===== config.mk =====
export PLATFORM = sky130hd
export DESIGN_NAME = mc_stall_ctrl_flat
export DESIGN_NICKNAME = d
export VERILOG_FILES = /design/src/rtl/mc_stall_ctrl_if.sv /design/src/rtl/mc_stall_ctrl.sv /design/src/flat_wrapper.sv
export SDC_FILE = /design/constraint.sdc
export NUM_CORES = 1
export LEC_CHECK = 0
export ABC_AREA = 1
export CORE_MARGIN = 1.5
export CORE_UTILIZATION = 44
export CTS_CLUSTER_DIAMETER = 30
export DETAILED_ROUTE_END_ITERATION = 6
export PLACE_DENSITY = 0.73
export SYNTH_ARGS = -nofsm -noshare
export SYNTH_HDL_FRONTEND = slang
export SYNTH_SLANG_ARGS = --single-unit

===== constraint.sdc =====
create_clock -name clk -period 1.3 [get_ports clk]
set_input_delay 0.26 -clock clk [delete_from_list [all_inputs] [get_ports clk]]
set_output_delay 0.26 -clock clk [all_outputs]
set_load 0.05 [all_outputs]

===== src/rtl/mc_stall_ctrl_if.sv =====
// Decode/execute-unit handshake bundle for the multi-cycle stall scheduler.
// The master drives requests and unit status, and the slave returns the stall and start controls.
interface mc_stall_ctrl_if;
    logic       mc_req_i;
    logic [1:0] mc_unit_i;
    logic [2:0] unit_done_i;
    logic       brj_i;
    logic       load_use_i;
    logic [2:0] unit_start_o;
    logic       stall_o;
    logic       stall_general_o;
    logic       result_we_o;
    logic       busy_o;
    logic       timeout_o;
    logic       err_o;

    modport master (
        output mc_req_i, mc_unit_i, unit_done_i, brj_i, load_use_i,
        input  unit_start_o, stall_o, stall_general_o, result_we_o, busy_o, timeout_o, err_o
    );

    modport slave (
        input  mc_req_i, mc_unit_i, unit_done_i, brj_i, load_use_i,
        output unit_start_o, stall_o, stall_general_o, result_we_o, busy_o, timeout_o, err_o
    );
endinterface


===== src/rtl/mc_stall_ctrl.sv =====
// Multi-cycle issue scheduler: starts mul/div/fpu and freezes the pipeline until done or timeout.
// It releases the pipeline for one writeback cycle and gates the single-cycle load-use stall.
module mc_stall_ctrl #(
    parameter int TIMEOUT_CYCLES = 64,
    parameter int CNT_WIDTH      = 8
) (
    input  logic           clk,
    input  logic           rst_n,
    mc_stall_ctrl_if.slave bus
);
    typedef enum logic [1:0] {
        S_IDLE  = 2'd0,
        S_START = 2'd1,
        S_WAIT  = 2'd2,
        S_DRAIN = 2'd3
    } state_t;

    localparam logic [CNT_WIDTH-1:0] LP_CNT_LAST = CNT_WIDTH'(TIMEOUT_CYCLES - 1);

    state_t               r_state;
    state_t               w_state_next;
    logic [CNT_WIDTH-1:0] r_cnt;
    logic [1:0]           r_unit;
    logic                 r_timeout;
    logic                 r_err;
    logic [2:0]           w_unit_onehot;
    logic                 w_accept;
    logic                 w_illegal;
    logic                 w_done;
    logic                 w_timeout_hit;

    // Load-use and a flushing branch both block acceptance; the request simply retries later.
    always_comb begin
        w_unit_onehot = 3'(1) << r_unit;
        w_accept      = (r_state == S_IDLE) && bus.mc_req_i && !bus.brj_i && !bus.load_use_i;
        w_illegal     = w_accept && (bus.mc_unit_i == 2'd3);
        w_done        = (bus.unit_done_i & w_unit_onehot) != 3'b000;
        w_timeout_hit = (r_state == S_WAIT) && !w_done && (r_cnt == LP_CNT_LAST);
    end

    // NOTE: state and datapath flops use <= so every flop samples pre-edge values in parallel.
    always_ff @(posedge clk or negedge rst_n) begin
        if (!rst_n) r_state <= S_IDLE;
        else        r_state <= w_state_next;
    end

    // NOTE: assigning the default first keeps this comb block from inferring a latch.
    always_comb begin
        w_state_next = r_state;
        unique case (r_state)
            S_IDLE:  if (w_accept && !w_illegal) w_state_next = S_START;
            S_START: w_state_next = S_WAIT;
            S_WAIT:  if (w_done || w_timeout_hit) w_state_next = S_DRAIN;
            S_DRAIN: w_state_next = S_IDLE;
            default: w_state_next = S_IDLE;
        endcase
    end

    always_ff @(posedge clk or negedge rst_n) begin
        if (!rst_n) begin
            r_cnt     <= '0;
            r_unit    <= 2'd0;
            r_timeout <= 1'b0;
            r_err     <= 1'b0;
        end else begin
            if (w_accept && !w_illegal) r_unit <= bus.mc_unit_i;
            if (r_state == S_START)     r_cnt  <= '0;
            else if (r_state == S_WAIT) r_cnt  <= r_cnt + 1'b1;
            r_timeout <= w_timeout_hit;
            r_err     <= r_err | w_illegal | w_timeout_hit;
        end
    end

    always_comb begin
        bus.unit_start_o    = (r_state == S_START) ? w_unit_onehot : 3'b000;
        bus.stall_general_o = (r_state == S_START) || (r_state == S_WAIT);
        bus.result_we_o     = (r_state == S_DRAIN);
        bus.busy_o          = (r_state != S_IDLE);
        bus.timeout_o       = r_timeout;
        bus.err_o           = r_err;
        bus.stall_o         = bus.load_use_i && (r_state == S_IDLE) && !bus.brj_i;
    end
endmodule


===== src/flat_wrapper.sv =====
// flat-port wrapper written by rule: the top's interface ports become plain ports
module mc_stall_ctrl_flat 
#(
    parameter int TIMEOUT_CYCLES = 64,
    parameter int CNT_WIDTH      = 8
)
  (clk, rst_n, bus_mc_req_i, bus_mc_unit_i, bus_unit_done_i, bus_brj_i, bus_load_use_i, bus_unit_start_o, bus_stall_o, bus_stall_general_o, bus_result_we_o, bus_busy_o, bus_timeout_o, bus_err_o);
  mc_stall_ctrl_if bus_i ();
  input  logic clk;
  input  logic rst_n;
  input wire logic [$bits(bus_i.mc_req_i)-1:0] bus_mc_req_i;
  input wire logic [$bits(bus_i.mc_unit_i)-1:0] bus_mc_unit_i;
  input wire logic [$bits(bus_i.unit_done_i)-1:0] bus_unit_done_i;
  input wire logic [$bits(bus_i.brj_i)-1:0] bus_brj_i;
  input wire logic [$bits(bus_i.load_use_i)-1:0] bus_load_use_i;
  output wire logic [$bits(bus_i.unit_start_o)-1:0] bus_unit_start_o;
  output wire logic [$bits(bus_i.stall_o)-1:0] bus_stall_o;
  output wire logic [$bits(bus_i.stall_general_o)-1:0] bus_stall_general_o;
  output wire logic [$bits(bus_i.result_we_o)-1:0] bus_result_we_o;
  output wire logic [$bits(bus_i.busy_o)-1:0] bus_busy_o;
  output wire logic [$bits(bus_i.timeout_o)-1:0] bus_timeout_o;
  output wire logic [$bits(bus_i.err_o)-1:0] bus_err_o;
  assign bus_i.mc_req_i = bus_mc_req_i;
  assign bus_i.mc_unit_i = bus_mc_unit_i;
  assign bus_i.unit_done_i = bus_unit_done_i;
  assign bus_i.brj_i = bus_brj_i;
  assign bus_i.load_use_i = bus_load_use_i;
  assign bus_unit_start_o = bus_i.unit_start_o;
  assign bus_stall_o = bus_i.stall_o;
  assign bus_stall_general_o = bus_i.stall_general_o;
  assign bus_result_we_o = bus_i.result_we_o;
  assign bus_busy_o = bus_i.busy_o;
  assign bus_timeout_o = bus_i.timeout_o;
  assign bus_err_o = bus_i.err_o;
  mc_stall_ctrl #(.TIMEOUT_CYCLES(TIMEOUT_CYCLES), .CNT_WIDTH(CNT_WIDTH)) u_core (.clk(clk), .rst_n(rst_n), .bus(bus_i));
endmodule

-- Yosys cells after proc, flatten, opt, wreduce, memory -nomap -nowiden
Cells that the tools add are included.
- flip-flop bits (word level): 14
- output and inout port bits: 9
- bitwise operators: 3
- muxes and demuxes: 6
- equality and inequality tests: 7
- reductions and logical operators: 20
- $add $sub $neg: 1
- shift operators: 1
- operators with widths (cell ; count):
    two-way mux 8 bit ; 2
    logical AND 1 bit ; 9
    adder 8 x 1 -> 8 bit, second input constant ; 1
    equality test 8 x 6 -> 1 bit, second input constant ; 1
    one-hot mux 2 bit (4 select lines) ; 1
    equality test 2 bit, second input constant ; 3
    logical NOT 1 bit ; 4
    two-way mux 2 bit ; 2
    != test 2 bit, second input constant ; 2
    nonzero test 2 bit ; 2
    bitwise AND 3 bit ; 1
    two-way mux 3 bit ; 1
    nonzero test 3 bit ; 1
    << shifter 1 x 2 -> 3 bit, first input constant ; 1
    equality test 2 x 1 -> 1 bit, second input constant ; 1
    logical NOT 2 bit ; 1
    logical OR 1 bit ; 2
    OR 1 bit ; 2
    AND reduction 2 bit ; 1

-- Longest topological paths before layout
Gate-level depths: netlist of the first run.
- depth in word-level cells: 9
- gate-level depth with buffers: 9
- mapped depth without buffers: 9

-- Least setup slack after synthesis of the first run
Ideal clock, no wire load.
- kind: register to output
- from: reg u_core.r_state[0]
- to: out bus_stall_o
- arrival time: 2.055 ns
- data required time: 1.040 ns
- path buffers: 0
- slack: -1.015 ns
- stages on the path, launching flop included: 5
- cell sequence: dfrtp_1 inv_1 ha_1 inv_1 nor3_1
- word-level cells in the longest chain between the ends: 3
- RTL lines (what ; RTL line ; RTL):
    start, declared ; mc_stall_ctrl.sv:20 ; state_t r_state;
    start signal, assigned ; mc_stall_ctrl.sv:44 ; else r_state <= w_state_next;
    logical NOT 2 bit ; mc_stall_ctrl.sv:81 ; bus.stall_o = bus.load_use_i && (r_state == S_IDLE) && !bus.brj_i;
    logical AND 1 bit (2 in a row) ; mc_stall_ctrl.sv:81 ;
    end, declared ; flat_wrapper.sv:17 ; output wire logic [$bits(bus_i.stall_o)-1:0] bus_stall_o;
Every way passes these cells.

-- Worst setup path in the final report of the first run
- from: reg u_core.r_state[1]
- to: out bus_unit_start_o[0]
- word-level cells in the longest chain between the ends: 2
- RTL lines (what ; RTL line ; RTL):
    equality test 2 x 1 -> 1 bit ; mc_stall_ctrl.sv:75 ; bus.unit_start_o = (r_state == S_START) ? w_unit_onehot : 3'b000;
    two-way mux 3 bit ; mc_stall_ctrl.sv:75 ;
    end, declared ; flat_wrapper.sv:16 ; output wire logic [$bits(bus_i.unit_start_o)-1:0] bus_unit_start_o;
Every way passes these cells.

==> impl_metrics.env, run 1 <==
export IMPL_p_total_uw=4810
export IMPL_clockBufferDepth=2
export IMPL_core_area_sq_mm=0.00176
export IMPL_ant_nets=0
export IMPL_rsz0062_at_grt="yes"
export IMPL_die_area_sq_mm=0.00220
export IMPL_p_sw_uw=2320
export IMPL_cts_sinks=14
export IMPL_start_util_pct=48.0
export IMPL_fin_ws_ns=-0.387
export IMPL_path_clk_slew_ns=0.09
export IMPL_internal_power_uw=2490
export IMPL_timing_hold_ws_ns=0.293
export IMPL_grt_pass1_vias=883
export IMPL_yosys_area_top_type="dfrtp_1"
export IMPL_first_pass_iters=6
export IMPL_synth_ff_type="dfrtp_1"
export IMPL_status="finished with violations"
export IMPL_dp_cells=167
export IMPL_regToRegSetupSlack_ns=-0.33
export IMPL_h_tree_depth=1
export IMPL_gr_usage_all_layers_pct=26.5
export IMPL_die_height_um=46.9
export IMPL_fp_dieW_um=46.9
export IMPL_criticalPathCategory="flip-flop to primary output"
export IMPL_yosysSeqAreaShare_pct=41.4
export IMPL_power_frac_clock_pct=6.9
export IMPL_failed_checks="DRC, setup timing"
export IMPL_synth_cell_area_sq_um=847
export IMPL_hold_viol_final=0
export IMPL_setup_violations=21
export IMPL_antennaDiodeCount=0
export IMPL_avgViaCountPerCell=6.05
export IMPL_ios=19
export IMPL_pwr_share_comb_pct=76.5
export IMPL_grt_pass1_wl_mm=3.97
export IMPL_fin_crit_sh_pct=130
export IMPL_antenna_found_initial=0
export IMPL_cts_root_buf="clkbuf_4"
export IMPL_final_cell_mix="buf_4, inv_1, nand2_1"
export IMPL_slew_violations=0
export IMPL_end_kind="primary output"
export IMPL_grt_start_max_net_pins=15
export IMPL_power_density_mw_per_mm2=2870
export IMPL_cts_tree="built"
export IMPL_max_slew_margin_pct=78.9
export IMPL_hold_buffers=0
export IMPL_gp_congestion=0.757
export IMPL_seq_power_share_pct=16.6
export IMPL_drive_above_1_share_pct=55.5
export IMPL_leakage_uw=0.000804
export IMPL_ys_top_cells_by_area="dfrtp_1, inv_1, nand2_1, ha_1, nand3_1"
export IMPL_syn_avg_cell_area_sq_um=7.77
export IMPL_synth_seq_cells=14
export IMPL_switching_share_pct=48.2
export IMPL_reg2regPathDepth=10
export IMPL_crit_fanout=4
export IMPL_synth_cell_types=18
export IMPL_fin_skew_ns=0.00118
export IMPL_cts_buffers_inserted=3
export IMPL_max_freq_mhz=593
export IMPL_worst_pin_slew_ns=0.316
export IMPL_grt_ovfl_total=0
export IMPL_fin_cells=180
export IMPL_cp_required_ns=1.04
export IMPL_design_area_sq_mm=0.00168
export IMPL_wl_per_cell_um=22.5
export IMPL_vias=1089
export IMPL_crit_arrival_ns=1.43
export IMPL_reg2reg_from="u_core.r_state[0]"
export IMPL_dpl_instance_area_sq_mm=0.00134
export IMPL_syn_inst=109
export IMPL_hold_class="primary input to async pin"
export IMPL_ir_drop_mv=2.96
export IMPL_ys_warnings_count=0
export IMPL_io_buffers=18
export IMPL_period_minus_slack_ns=1.69
export IMPL_clkLatencyLatePin_ns=0.29
export IMPL_syn_num_nets=125
export IMPL_wirelength_mm=4.05
export IMPL_drc=2
export IMPL_setup_tns_ns=-5.15
export IMPL_startpoint_type="flip-flop"
export IMPL_rows=15
export IMPL_synth_edf_count=0
export IMPL_dp_hpwl_mm=1.60
export IMPL_final_common_cell="buf_4"
export IMPL_r2r_end="u_core.r_state[1]"
export IMPL_synth_top_area_share_pct=41.4
export IMPL_final_nets=172
export IMPL_drt_first_iter_violations=53
export IMPL_cap_viol_max_count=0
export IMPL_area_growth_pct=97.8
export IMPL_async_reset_ff_share_pct=100
## state kept, by name, summed over array words and instances (netlist names)
signal / flops
u_core.bus.err_o: 1
u_core.bus.timeout_o: 1
u_core.r_cnt: 8
u_core.r_state: 2
u_core.r_unit: 2
## layout make-up
cell class                 instances  area (sq um)
tap                               25          31.3
timing repair buffer              43           509
sequential                        14           353
multi-input combinational         71           642
fill                              49          88.8
inverter                          23           104
clock buffer                       4          36.3
## cell usage after synthesis, types with 2 or more instances
cell,number
a21oi_1,6
dfrtp_1,14
ha_1,6
inv_1,21
inv_2,2
nand2_1,21
nand2_2,3
nand3_1,10
nand3b_1,2
nand4_1,2
nand4_2,2
nor2_1,6
nor2_2,2
nor3_1,5
o21ai_0,4
## power by group through the flow
stage,registers [uW],logic [uW],clock network (uW)
after CTS,758,2680,322
after floorplan,799,1250,0
final,801,3680,331
after global routing,803,3790,349
after global placement,743,2250,0
after detailed placement,747,2310,0
## timing repair
item,in CTS,in global routing
gates resized for setup,25,34
endpoints found under the setup margin,12,21
pin swaps,11,15
buffers inserted,3,8
## worst max path at each step
stage,startpoint,end,slack (ns)
global placement,bus_brj_i,u_core.r_state[1],-0.10
global route,u_core.r_state[0],u_core.r_unit[0],-0.44
floorplan,u_core.r_state[0],bus_stall_o,-0.36
detailed placement,bus_brj_i,u_core.r_state[1],-0.15
finish,u_core.r_state[1],bus_unit_start_o[0],-0.39
CTS,u_core.r_state[1],bus_unit_start_o[1],-0.35
## cell families (layout without fill, tap and decap cells)
family	after synthesis	after routing	share of synthesized area (%)
compound gates	11	11	6.80
simple gates	54	54	31.5
fa+ha+maj	6	6	8.86
buf+inv	24	70	11.5
flops	14	14	41.4
## metal layers
metal  wire length, um  vias up  GRT usage, %
met5                 0        -             0
met4               333        0          7.78
met3               349       40          8.85
met2              2000       97          46.8
met1              1370      513          30.4
li1                  -      439             -
## per-stage QoR
stage	utilization (%)	setup WS, ns
2_1_floorplan	-	-0.355
3_3_place_gp	75.7	-0.102
3_5_place_dp	75.7	-0.150
4_1_cts	84.9	-0.353
5_1_grt	95.0	-0.436
6_report	95.0	-0.387
## critical path, stage by stage, from the launching register on
cell and delay (ns):
dfrtp_1 0.43, inv_2 0.13, ha_4 0.18, inv_6 0.06, nor3_4 0.17, buf_12 0.17
Power figures use the tool's default switching activity.
==> run 2: changes to the inputs <==
--- a/config.mk
+++ b/config.mk
@@ -10,6 +10,7 @@
 export CORE_UTILIZATION = 44
 export CTS_CLUSTER_DIAMETER = 30
 export DETAILED_ROUTE_END_ITERATION = 6
+export HOLD_SLACK_MARGIN = 0.1
 export PLACE_DENSITY = 0.73
 export SYNTH_ARGS = -nofsm -noshare
 export SYNTH_HDL_FRONTEND = slang
==> constraint.sdc (replaced) <==
create_clock -name clk -period 1.3 [get_ports clk]
set_input_delay 0.13 -clock clk [delete_from_list [all_inputs] [get_ports clk]]
set_output_delay 0.13 -clock clk [all_outputs]
set_load 0.05 [all_outputs]
==> run 2 against run 1 <==
Compared with the run above: the flow finishes with violations (setup timing); non-clock buffer count fell by 6; combinational power shrank 18%; critical path type unchanged; setup slack better by 0.14 ns; critical path depth up 1; count of clock-buffer cells in the layout stayed put.
==> impl_metrics.env, run 2 (synthesis results as in run 1) <==
export IMPL_h_tree_depth=1
export IMPL_ant_nets=0
export IMPL_hold_class="primary input to async pin"
export IMPL_final_cell_mix="inv_1, nand2_1, dfrtp_1"
export IMPL_leakage_uw=0.000772
export IMPL_max_slew_margin_pct=81.6
export IMPL_rows=15
export IMPL_crit_fanout=3
export IMPL_setup_tns_ns=-2.68
export IMPL_timing_hold_ws_ns=0.140
export IMPL_dp_hpwl_mm=1.50
export IMPL_p_sw_uw=1910
export IMPL_power_density_mw_per_mm2=2620
export IMPL_dpl_instance_area_sq_mm=0.00129
export IMPL_end_kind="primary output"
export IMPL_drc=0
export IMPL_start_util_pct=48.0
export IMPL_hold_buffers=0
export IMPL_ios=19
export IMPL_cts_sinks=14
export IMPL_drive_above_1_share_pct=47.7
export IMPL_core_area_sq_mm=0.00176
export IMPL_wl_per_cell_um=16.0
export IMPL_cp_required_ns=1.17
export IMPL_power_frac_clock_pct=7.7
export IMPL_internal_power_uw=2180
export IMPL_fin_skew_ns=0.00433
export IMPL_grt_start_max_net_pins=15
export IMPL_vias=888
export IMPL_top_register="u_core.r_cnt"
export IMPL_worstPathCellList="inv_2 > ha_4 > inv_4 > buf_6 > nor3_4 > buf_12"
export IMPL_seq_power_share_pct=18.5
export IMPL_status="finished with violations"
export IMPL_area_growth_pct=84.2
export IMPL_cts_root_buf="clkbuf_4"
export IMPL_io_buffers=18
export IMPL_max_freq_mhz=645
export IMPL_slew_violations=0
export IMPL_wirelength_mm=2.78
export IMPL_clkLatencyLatePin_ns=0.29
export IMPL_startpoint_type="flip-flop"
export IMPL_die_area_sq_mm=0.00220
export IMPL_grt_ovfl_total=0
export IMPL_largest_reg_flops=8
export IMPL_cap_viol_max_count=0
export IMPL_fp_dieW_um=46.9
export IMPL_criticalPathCategory="flip-flop to primary output"
export IMPL_worst_pin_slew_ns=0.276
export IMPL_critPathMaxStageDelay_ns=0.43
export IMPL_top_regs="u_core.r_cnt: 8 flops, u_core.r_state: 2 flops, u_core.r_unit: 2 flops"
export IMPL_design_area_sq_mm=0.00156
export IMPL_failed_checks="setup timing"
export IMPL_period_minus_slack_ns=1.55
export IMPL_critPathSlowestCell="dfrtp_1"
export IMPL_hold_viol_final=0
export IMPL_antennaDiodeCount=0
export IMPL_path_clk_slew_ns=0.08
export IMPL_cts_buffers_inserted=3
export IMPL_gr_usage_all_layers_pct=23.2
export IMPL_crit_arrival_ns=1.42
export IMPL_antenna_found_initial=0
export IMPL_switching_share_pct=46.7
export IMPL_gp_congestion=0.773
export IMPL_drt_first_iter_violations=39
export IMPL_rsz0062_at_grt="yes"
export IMPL_grt_pass1_vias=831
export IMPL_ir_drop_mv=2.79
export IMPL_fin_crit_sh_pct=119
export IMPL_die_height_um=46.9
export IMPL_avgViaCountPerCell=5.10
export IMPL_grt_pass1_wl_mm=3.52
export IMPL_setup_violations=18
export IMPL_reg2regPathDepth=10
export IMPL_final_nets=166
export IMPL_cts_tree="built"
export IMPL_pwr_share_comb_pct=73.7
export IMPL_clockBufferDepth=2
export IMPL_fin_ws_ns=-0.250
export IMPL_first_pass_iters=4
export IMPL_p_total_uw=4090
[run 2: cell count changes in the layout (fill, tap and decap cells not counted), sizes merged]
cell  previous run  this run
buf             34        28
[run 2: path summary, 6_finish.rpt]
kind                                endpoint         startpoint  slack, ns
max                              bus_stall_o  u_core.r_state[0]      -0.25
max reg2reg                u_core.r_state[0]  u_core.r_state[0]      -0.22
max in group asynchronous   u_core.r_unit[1]              rst_n       0.99
min                          u_core.r_cnt[4]              rst_n       0.14
min in group clk            u_core.r_unit[0]   bus_mc_unit_i[0]       0.49
min reg2reg                 u_core.bus.err_o   u_core.bus.err_o       0.57
[run 2: what timing repair did]
item / 4_1_cts / 5_1_grt
pin swaps: 7 / 12
setup buffers: 7 / 6
resized for setup: 17 / 23
endpoints found under the setup margin: 11 / 20
[run 2: cell type report]
class / instances / area [sq um]
Fill cell: 85 / 204
Multi-Input combinational cell: 71 / 599
Timing Repair Buffer: 37 / 444
Clock buffer: 4 / 36.3
Inverter: 23 / 98.8
Tap cell: 25 / 31.3
Sequential cell: 14 / 350
[run 2: critical path: cells and delay by family, from the launching register on]
family	cells	cell delay [ns]
flops	1	0.43
simple gates	1	0.15
fa+ha+maj	1	0.15
buf+inv	4	0.40
[run 2: power groups by stage]
stage | Sequential [uW] | Combinational [uW] | Clock [uW]
after CTS | 729 | 2640 | 324
after global routing | 769 | 3180 | 339
final | 757 | 3010 | 316
after detailed placement | 738 | 2140 | 0
after global placement | 728 | 2120 | 0
after floorplan | 799 | 1250 | 0
[run 2: per-layer routing]
metal / track usage (%) / share of wire [%] / vias up / wire length [um]
li1: - / - / 428 / -
met1: 25.5 / 41 / 423 / 1140
met2: 40.0 / 52 / 31 / 1450
met3: 6.92 / 5.3 / 6 / 148
met4: 12.8 / 1.7 / 0 / 47
met5: 0 / 0 / - / 0
[run 2: through the flow]
stage / utilization, % / setup WS (ns) / instances
2_1_floorplan: - / -0.247 / 109
5_1_grt: 88.4 / -0.299 / 174
4_1_cts: 81.8 / -0.218 / 171
6_report: 88.4 / -0.250 / 174
3_5_place_dp: 73.1 / -0.0750 / 161
3_3_place_gp: 73.1 / 0.00538 / 161
==> run 3: changes to the inputs <==
--- a/config.mk
+++ b/config.mk
@@ -7,11 +7,12 @@
 export LEC_CHECK = 0
 export ABC_AREA = 1
 export CORE_MARGIN = 1.5
-export CORE_UTILIZATION = 44
-export CTS_CLUSTER_DIAMETER = 30
+export CORE_UTILIZATION = 46
+export CTS_BUF_LIST = sky130_fd_sc_hd__clkbuf_4
+export CTS_CLUSTER_DIAMETER = 50
 export DETAILED_ROUTE_END_ITERATION = 6
 export HOLD_SLACK_MARGIN = 0.1
-export PLACE_DENSITY = 0.73
+export PLACE_DENSITY = 0.76
 export SYNTH_ARGS = -nofsm -noshare
 export SYNTH_HDL_FRONTEND = slang
 export SYNTH_SLANG_ARGS = --single-unit
==> run 3 against run 2 <==
Compared with the run above: the run still ends with setup timing left; cell count is 2.3% higher; first-iteration DRC count down 36%; setup slack hardly changed; via count is 7.2% higher; fmax about the same; sequential power decreased by 2%; utilization rose by 0.84 points; die area is 4.1% lower; wire length increased by 5.3%; power down 2.9%; register-to-register slack about the same; largest power group unchanged.
==> impl_metrics.env, run 3 (synthesis results as in run 1) <==
export IMPL_antennaDiodeCount=0
export IMPL_top_register="u_core.r_cnt"
export IMPL_cap_viol_max_count=0
export IMPL_crit_fanout=3
export IMPL_failed_checks="setup timing"
export IMPL_vias=952
export IMPL_drt_first_iter_violations=25
export IMPL_fin_ws_ns=-0.250
export IMPL_h_tree_depth=1
export IMPL_leakage_uw=0.000782
export IMPL_wl_per_cell_um=16.4
export IMPL_cp_required_ns=1.17
export IMPL_utilization_pct=89.3
export IMPL_clockBufferDepth=2
export IMPL_status="finished with violations"
export IMPL_cts_root_buf="clkbuf_4"
export IMPL_slew_violations=0
export IMPL_top_regs="u_core.r_cnt: 8 flops, u_core.r_state: 2 flops, u_core.r_unit: 2 flops"
export IMPL_die_height_um=45.9
export IMPL_largest_reg_flops=8
export IMPL_cts_buffers_inserted=3
export IMPL_antenna_found_initial=0
export IMPL_crit_arrival_ns=1.42
export IMPL_first_pass_iters=5
export IMPL_core_area_sq_mm=0.00173
export IMPL_cts_sinks=14
export IMPL_drc=0
export IMPL_wirelength_mm=2.92
export IMPL_end_kind="primary output"
export IMPL_drive_above_1_share_pct=45.8
export IMPL_final_cell_mix="nand2_1, inv_1, buf_4"
export IMPL_cts_tree="built"
export IMPL_p_total_uw=3970
export IMPL_worstPathCellList="inv_2 > ha_4 > inv_4 > buf_6 > nor3_4 > buf_12"
export IMPL_path_clk_slew_ns=0.09
export IMPL_dpl_worst_slack_ns=-0.0777
export IMPL_grt_pass1_wl_mm=4.05
export IMPL_critPathMaxStageDelay_ns=0.42
export IMPL_grt_pass1_vias=896
export IMPL_grt_ovfl_total=0
export IMPL_ios=19
export IMPL_worst_pin_slew_ns=0.274
export IMPL_setup_tns_ns=-2.20
export IMPL_die_area_sq_mm=0.00211
export IMPL_clkLatencyLatePin_ns=0.29
export IMPL_area_growth_pct=82.0
export IMPL_io_buffers=18
export IMPL_grt_start_max_net_pins=15
export IMPL_criticalPathCategory="flip-flop to primary output"
export IMPL_period_minus_slack_ns=1.55
export IMPL_avgViaCountPerCell=5.35
export IMPL_hold_viol_final=0
export IMPL_gp_congestion=0.755
export IMPL_max_freq_mhz=645
export IMPL_critPathSlowestCell="dfrtp_1"
export IMPL_fin_skew_ns=0.00888
export IMPL_power_density_mw_per_mm2=2570
export IMPL_ant_nets=0
export IMPL_final_nets=170
export IMPL_start_util_pct=49.1
export IMPL_setup_violations=16
export IMPL_rows=15
export IMPL_rsz0062_at_grt="yes"
export IMPL_max_slew_margin_pct=81.7
export IMPL_fp_dieW_um=45.9
export IMPL_startpoint_type="flip-flop"
export IMPL_hold_class="primary input to async pin"
export IMPL_ir_drop_mv=2.24
export IMPL_regToRegSetupSlack_ns=-0.21
export IMPL_fin_crit_sh_pct=119
export IMPL_dp_hpwl_mm=1.57
export IMPL_final_common_cell="nand2_1"
export IMPL_gr_usage_all_layers_pct=27.1
## run 3: changes by cell type in the layout (fill, tap and decap cells not counted), moves of 2 or more
cell     change
ha_1         +2
buf_4        +3
buf_6        +2
a21oi_2      +2
nand2_1      +2
a21oi_1      -2
ha_2         -2
## run 3: final cells by class
class,count,area (sq um)
multi-input combinational,71,573
timing repair buffer,41,469
sequential,14,350
fill,69,185
inverter,23,91.3
tap,25,31.3
clock buffer,3,22.5
clock inverter,1,3.75
## run 3: worst paths after layout
kind / cells past startpoint / endpoint / start
hold reg to reg: 1 / u_core.bus.err_o / u_core.bus.err_o
setup / recovery: 6 / bus_stall_o / u_core.r_state[0]
min in group clk: 3 / u_core.r_unit[1] / bus_mc_unit_i[1]
max in group asynchronous: 2 / u_core.r_state[1] / rst_n
hold / removal: 2 / u_core.r_cnt[6] / rst_n
setup reg to reg: 10 / u_core.r_state[0] / u_core.r_state[0]
## run 3: worst max-delay path, delay by kind of cell (launching register included)
| kind | cells | cell delay, ns |
|---|---|---|
| flops | 1 | 0.42 |
| simple gates | 1 | 0.19 |
| fa+ha+maj | 1 | 0.14 |
| buf+inv | 4 | 0.38 |
## run 3: report_power, final
part	leakage [uW]	internal [uW]	switching, uW
Combinational	0.000588	1400	1560
Sequential	0.000179	578	166
Clock	0.0000154	112	153
Total	0.000782	2090	1880
## run 3: metrics by stage
step / area [sq um] / hold slack, ns / std cells
finish: 1540 / 0.132 / 178
global route: 1540 / 0.149 / 178
CTS: 1450 / 0.146 / 175
detailed placement: 1300 / 0.455 / 162
global placement: 1300 / 0.455 / 162
floorplan: 925 / -0.166 / 109
## run 3: routing by layer
layer	share of wire [%]	global-route usage, %	vias up	routed length [um]
met2	55	45.8	33	1600
met5	0	0	-	0
met4	3.1	13.1	0	90
li1	-	-	438	-
met3	2.7	4.76	11	78
met1	39	32.8	470	1150
## run 3: repair_timing
action / 4_1_cts / 5_1_grt
setup buffers: 10 / 3
hold buffers: 0 / 0
gates resized for setup: 15 / 17
pin swaps: 6 / 10
setup endpoints to repair: 11 / 20
